<file path="src/rtl/ultrasonic_ranger_mc.sv">
// Multi-channel HC-SR04 ranger: round-robin trigger slots, echo width measured in whole
// centimetres, per-channel timeout, IIR smoothing and a speaker note taken from channel 0.
module ultrasonic_ranger_mc #(
  parameter int N_CH        = 2,
  parameter int DIST_W      = 11,
  parameter int TRIG_CYC    = 1000,
  parameter int CM_CYC      = 5800,
  parameter int SLOT_CYC    = 6000000,
  parameter int RISE_TO_CYC = 100000,
  parameter int MAX_CM      = 400,
  parameter int FILT_SHIFT  = 2,
  parameter int NOTE_DIV    = 31
) (
  input  logic                     clk_100MHz,
  input  logic                     reset,
  input  logic [N_CH-1:0]          echo_in,
  output logic [N_CH-1:0]          trig_out,
  output logic [N_CH*DIST_W-1:0]   distance_cm,
  output logic [N_CH-1:0]          dist_valid,
  output logic [N_CH-1:0]          timeout,
  output logic [2:0]               active_ch,
  output logic [4:0]               speaker_note
);
  localparam int SLOT_W = $clog2(SLOT_CYC);
  localparam int PH_MAX = (TRIG_CYC > RISE_TO_CYC) ? TRIG_CYC : RISE_TO_CYC;
  localparam int PH_W   = $clog2(PH_MAX + 1);
  localparam int CYC_W  = (CM_CYC > 1) ? $clog2(CM_CYC) : 1;

  typedef enum logic [2:0] {IDLE, TRIG, WAIT_RISE, MEASURE, HOLDOFF} state_t;
  state_t state, state_nxt;

  logic [N_CH-1:0]   echo_s1, echo_s2, echo_d;
  logic [7:0]        echo_now_x, echo_prev_x;
  logic              rise, fall;
  logic [SLOT_W-1:0] slot_cnt;
  logic [PH_W-1:0]   ph_cnt;
  logic [CYC_W-1:0]  cyc;
  logic [DIST_W-1:0] cm_raw, cm_next;
  logic              wrap, rec_ok, rec_to;
  logic [N_CH-1:0]   primed;
  logic [DIST_W-1:0] cur_f, filt_new, note_q;
  logic              cur_primed;
  logic signed [DIST_W:0] diff, step, sum;
  logic [4:0]        note_calc;

  always_ff @(posedge clk_100MHz) begin
    if (reset) begin
      echo_s1 <= '0;
      echo_s2 <= '0;
      echo_d  <= '0;
    end else begin
      echo_s1 <= echo_in;
      echo_s2 <= echo_s1;
      echo_d  <= echo_s2;
    end
  end

  // Only the channel owning the current slot is observed.
  assign echo_now_x  = 8'(echo_s2);
  assign echo_prev_x = 8'(echo_d);
  assign rise = echo_now_x[active_ch] & ~echo_prev_x[active_ch];
  assign fall = ~echo_now_x[active_ch] & echo_prev_x[active_ch];

  assign wrap    = (cyc == CYC_W'(CM_CYC - 1));
  assign cm_next = cm_raw + DIST_W'(wrap);

  assign trig_out = (state == TRIG) ? N_CH'(8'd1 << active_ch) : '0;

  always_comb begin
    state_nxt = state;
    rec_ok    = 1'b0;
    rec_to    = 1'b0;
    case (state)
      IDLE: state_nxt = TRIG;
      TRIG: if (ph_cnt == PH_W'(TRIG_CYC - 1)) state_nxt = WAIT_RISE;
      WAIT_RISE: begin
        if (rise) state_nxt = MEASURE;
        else if (ph_cnt == PH_W'(RISE_TO_CYC - 1)) begin
          rec_to    = 1'b1;
          state_nxt = HOLDOFF;
        end
      end
      MEASURE: begin
        if (cm_next > DIST_W'(MAX_CM)) begin
          rec_to    = 1'b1;
          state_nxt = HOLDOFF;
        end else if (fall) begin
          rec_ok    = 1'b1;
          state_nxt = HOLDOFF;
        end
      end
      HOLDOFF: if (slot_cnt >= SLOT_W'(SLOT_CYC - 1)) state_nxt = IDLE;
      default: state_nxt = IDLE;
    endcase
  end

  always_ff @(posedge clk_100MHz) begin
    if (reset) begin
      state     <= IDLE;
      active_ch <= '0;
      slot_cnt  <= '0;
      ph_cnt    <= '0;
      cyc       <= '0;
      cm_raw    <= '0;
    end else begin
      state    <= state_nxt;
      slot_cnt <= (state == IDLE) ? '0 : slot_cnt + SLOT_W'(1);
      ph_cnt   <= (state_nxt != state) ? '0 : ph_cnt + PH_W'(1);
      if (state != MEASURE) begin
        cyc    <= '0;
        cm_raw <= '0;
      end else begin
        cyc    <= wrap ? '0 : cyc + CYC_W'(1);
        cm_raw <= cm_next;
      end
      if (state == HOLDOFF && state_nxt == IDLE)
        active_ch <= (active_ch == 3'(N_CH - 1)) ? 3'd0 : active_ch + 3'd1;
    end
  end

  // Filter state lives in the distance register itself.
  always_comb begin
    cur_f      = '0;
    cur_primed = 1'b0;
    for (int i = 0; i < N_CH; i++) begin
      if (i == int'(active_ch)) begin
        cur_f      = distance_cm[i*DIST_W +: DIST_W];
        cur_primed = primed[i];
      end
    end
    diff     = $signed({1'b0, cm_next}) - $signed({1'b0, cur_f});
    step     = diff >>> FILT_SHIFT;
    sum      = $signed({1'b0, cur_f}) + step;
    filt_new = (FILT_SHIFT == 0 || !cur_primed) ? cm_next : sum[DIST_W-1:0];
  end

  always_comb begin
    note_q    = distance_cm[DIST_W-1:0] / DIST_W'(NOTE_DIV);
    note_calc = (note_q > DIST_W'(31)) ? 5'd31 : note_q[4:0];
  end

  always_ff @(posedge clk_100MHz) begin
    if (reset) begin
      distance_cm  <= '0;
      dist_valid   <= '0;
      timeout      <= '0;
      primed       <= '0;
      speaker_note <= '0;
    end else begin
      dist_valid   <= '0;
      speaker_note <= note_calc;
      for (int i = 0; i < N_CH; i++) begin
        if (i == int'(active_ch)) begin
          if (rec_ok) begin
            dist_valid[i] <= 1'b1;
            timeout[i]    <= 1'b0;
            primed[i]     <= 1'b1;
            distance_cm[i*DIST_W +: DIST_W] <= filt_new;
          end else if (rec_to) begin
            dist_valid[i] <= 1'b1;
            timeout[i]    <= 1'b1;
          end
        end
      end
    end
  end
endmodule

</file>
<file path="config.mk">
export PLATFORM = sky130hd
export DESIGN_NAME = ultrasonic_ranger_mc
export DESIGN_NICKNAME = d
export VERILOG_FILES = /design/src/rtl/ultrasonic_ranger_mc.sv
export SDC_FILE = /design/constraint.sdc
export NUM_CORES = 1
export LEC_CHECK = 0
export CORE_ASPECT_RATIO = 2
export CORE_MARGIN = 1.5
export CORE_UTILIZATION = 45
export CTS_BUF_LIST = sky130_fd_sc_hd__clkbuf_4 sky130_fd_sc_hd__clkbuf_8 sky130_fd_sc_hd__clkbuf_16
export DETAILED_ROUTE_END_ITERATION = 10
export GPL_ROUTABILITY_DRIVEN = 0
export GPL_TIMING_DRIVEN = 0
export PLACE_DENSITY = 0.65
export SETUP_SLACK_MARGIN = 0.2
export SLEW_MARGIN = 0
export SYNTH_ARGS = -nofsm -noshare
export SYNTH_HDL_FRONTEND = slang
export SYNTH_SLANG_ARGS = --single-unit
</file>
<file path="constraint.sdc">
create_clock -name clk_100MHz -period 12.3 [get_ports clk_100MHz]
set_input_delay 2.46 -clock clk_100MHz [delete_from_list [all_inputs] [get_ports clk_100MHz]]
set_output_delay 2.46 -clock clk_100MHz [all_outputs]
set_load 0.05 [all_outputs]
</file>
==> impl_metrics.json <==
{
  "layout_commonest_cell": "dfxtp_1",
  "rsz0062_at_grt": "false",
  "synthArstFlopShare": 0,
  "p_sw_frac": 0.225,
  "area_delta_synth_final_pct": 14.4,
  "die_x_um": 87.0,
  "layout.cells.most_common_list": "dfxtp_1, nor2_1, nand2_1, inv_1, clkdlybuf4s50_1",
  "critPathLaunchType": "flip-flop",
  "period_minus_slack_ns": 6.01,
  "dieHeight_um": 171,
  "routed_wl_um": 15900,
  "clock_latency_ns": 0.35,
  "synth_cells": 785,
  "clock-sinks": 109,
  "final_max_slew_viol_count": 0,
  "fin_skew_ns": 0.00996,
  "fmax_mhz": 166,
  "drt-initial-drc-count": 275,
  "initial_core_util": 0.459,
  "power_density_nw_per_um2": 89.7,
  "crit_required_ns": 12.60,
  "cts.clk_slew.worst_paths_ns": 0.08,
  "cts_resized": 0,
  "ant_nets": 0,
  "synth-main-ff-cell": "dfxtp_1",
  "cp-end-kind": "flip-flop",
  "avgViaCountPerCell": 5.54,
  "cts_setup_buffers": 0,
  "grt_overflow": 0,
  "synth.avg_cell_area_um2": 8.09,
  "core-area_um2": 13800,
  "post-route-drc-count": 0,
  "p_comb_frac": 0.018,
  "via_count": 5698,
  "grt_pass1_wl_um": 26700,
  "min_path_type": "flip-flop to flip-flop",
  "p_leak_nw": 2.71,
  "cts_tree": "done",
  "synth-seq-cells": 109,
  "syn_nets": 816,
  "outcome": "complete, no violations",
  "dpl_worst_slack_ns": 6.24,
  "slew_headroom": 0.454,
  "synth-edff-count": 0,
  "io_buffer_count": 39,
  "p_seq_frac": 0.545,
  "clock-root-buffer": "clkbuf_16",
  "vdd_drop_max_mv": 0.0685,
  "ys_warn_count": 0,
  "diodes": 0,
  "setup_ws_ns": 6.29,
  "fin_tns_setup_ns": 0,
  "syn_area_um2": 6350,
  "power.internal_w": 0.000505,
  "grt_max_degree": 19,
  "p_switching_w": 0.000147,
  "antenna_found_initial": 0,
  "numCtsBuffers": 9,
  "htree_levels": 3,
  "drive_gt1_frac": 0.0738,
  "cpMostUsedCell": "ha_1",
  "cp.arrival_ns": 6.31,
  "grt_use_total": 0.226,
  "first_pass_iters": 4,
  "cts_max_path_buffers": 2,
  "dieArea_um2": 14900,
  "clkPwrFrac": 0.437,
  "cts_hold_buf": 0,
  "period_share": 0.489,
  "fp-row-count": 61,
  "placed_area_um2": 6970,
  "setup_violations": 0,
  "holdWs_ns": 0.454,
  "ys_types": 84,
  "cp_cell_sequence": "or4b_2 > nor4_1 > ha_1 > ha_1 > xnor2_1 > inv_1 > ha_1 > o21a_1 > o21ai_0 > a21boi_1 > o21a_1 > nor2_1 > nor2b_1 > o21a_1 > nor3_1 > nor2_1 > ha_1 > a21boi_0 > o21ai_0 > a21boi_0 > or4_1 > a31oi_1 > mux2i_1 > nand2_1",
  "yosysSeqAreaShare": 0.344,
  "crit_type": "flip-flop to flip-flop",
  "crit_slowest_cell": "or4b_2",
  "design.final.nets": 866,
  "first_global_vias": 5807,
  "finalHoldViolCount": 0,
  "worst-path-max-fanout": 5,
  "worstMarginPinSlew_ns": 0.816,
  "final_cell_area_um2": 7260,
  "ios": 40,
  "max_stage_delay_ns": 0.67,
  "hpwl_um": 12600,
  "max-cap-violations": 0,
  "routedWlPerCell_um": 15.4
}
[worst max-delay path: cells and delay by family, from the launching register on]
| family | cells | cell delay [ns] |
|---|---|---|
| and+or+nand+nor | 8 | 2.22 |
| AOI/OAI and AO/OA | 9 | 1.84 |
| adders and majority gates | 4 | 1.16 |
| DFF | 1 | 0.34 |
| xor gates and xnor gates | 1 | 0.18 |
| buffers and inverters | 1 | 0.11 |
| muxes | 1 | 0.11 |
[sequential cells by signal, indices dropped and copies added (netlist names)]
name          flops
ph_cnt           17
echo_s1           2
dist_valid        2
cm_raw           11
active_ch         3
slot_cnt         23
cyc              13
distance_cm      22
state             3
timeout           2
speaker_note      5
echo_s2           2
primed            2
echo_d            2
[layer usage]
layer / share of wire / up-vias / global-route usage
met5: 0 / - / 0
met4: 0.039 / 0 / 0.112
met3: 0.019 / 39 / 0.0270
met2: 0.57 / 106 / 0.451
met1: 0.37 / 2687 / 0.217
li1: - / 2866 / -
[per-stage QoR]
step                std cells  power, W  utilization
floorplan                 785  0.000371            -
global placement         1013  0.000376        0.505
detailed placement       1013  0.000376        0.505
CTS                      1029  0.000658        0.526
global route             1029  0.000676        0.526
finish                   1029  0.000652        0.526
[final cells by class]
type	count	area (um^2)
plain buffers	29	148
clock buffers	11	246
clock inverters	5	43.8
fillers	1313	6550
inverters	43	161
multi-input cells	604	3860
flip-flops and latches	109	2180
well taps	189	236
repair buffers	39	390
[synth_stat cells (3+ instances only)]
library cell / n / area share
and3_1: 8 / 0.0079
xor2_1: 37 / 0.051
o21ai_1: 3 / 0.0024
mux2_2: 7 / 0.012
buf_2: 7 / 0.0055
nor3_1: 19 / 0.015
ha_1: 26 / 0.051
and2_1: 8 / 0.0079
a311oi_1: 4 / 0.0055
or2_1: 3 / 0.0030
or2_2: 5 / 0.0049
dfxtp_1: 109 / 0.34
nor2_1: 106 / 0.063
inv_1: 42 / 0.025
nand2_1: 76 / 0.045
a31oi_1: 14 / 0.014
nor2b_1: 19 / 0.019
or3_1: 7 / 0.0069
nor4_1: 6 / 0.0059
and4_1: 3 / 0.0041
o21a_1: 6 / 0.0071
o211ai_1: 3 / 0.0035
nand4_1: 12 / 0.012
a21o_1: 6 / 0.0071
o21ai_0: 38 / 0.030
a22o_1: 17 / 0.023
o21bai_1: 6 / 0.0071
a21oi_1: 30 / 0.024
nand3_1: 33 / 0.026
buf_6: 3 / 0.0053
or4b_2: 3 / 0.0047
clkbuf_1: 15 / 0.0089
a21boi_0: 3 / 0.0035
mux2i_1: 7 / 0.011
xnor2_1: 31 / 0.043
[power by group through the flow]
stage / clock network, W / logic, W / registers (W)
2_1_floorplan: 0 / 0.00000761 / 0.000363
4_1_cts: 0.000291 / 0.0000121 / 0.000355
3_5_place_dp: 0 / 0.0000120 / 0.000364
5_1_grt: 0.000307 / 0.0000132 / 0.000356
3_3_place_gp: 0 / 0.0000118 / 0.000364
6_report: 0.000285 / 0.0000120 / 0.000355
[path summary, 6_finish.rpt]
kind / start / slack (ns) / to / cells past startpoint
worst min register to register: ph_cnt[0]$_SDFF_PP0_ / 0.45 / ph_cnt[0]$_SDFF_PP0_ / 1
worst max-delay path: cyc[4]$_SDFF_PP0_ / 6.29 / distance_cm[10]$_SDFFE_PP0P_ / 24
worst max register to register: cyc[4]$_SDFF_PP0_ / 6.29 / distance_cm[10]$_SDFFE_PP0P_ / 24
worst min-delay path: ph_cnt[0]$_SDFF_PP0_ / 0.45 / ph_cnt[0]$_SDFF_PP0_ / 1
[kinds of logic (layout without fill, tap and decap cells)]
family / Yosys count / after routing / synth area share
AND/OR/NAND/NOR: 325 / 325 / 0.250
AO/OA/AOI/OAI: 168 / 168 / 0.182
flip-flops: 109 / 109 / 0.344
buffers and inverters: 72 / 127 / 0.0487
XOR/XNOR: 68 / 68 / 0.0938
adder cells (fa/ha/maj): 28 / 28 / 0.0562
multiplexers: 15 / 15 / 0.0258
No activity file was read; power rests on OpenSTA's default activity.
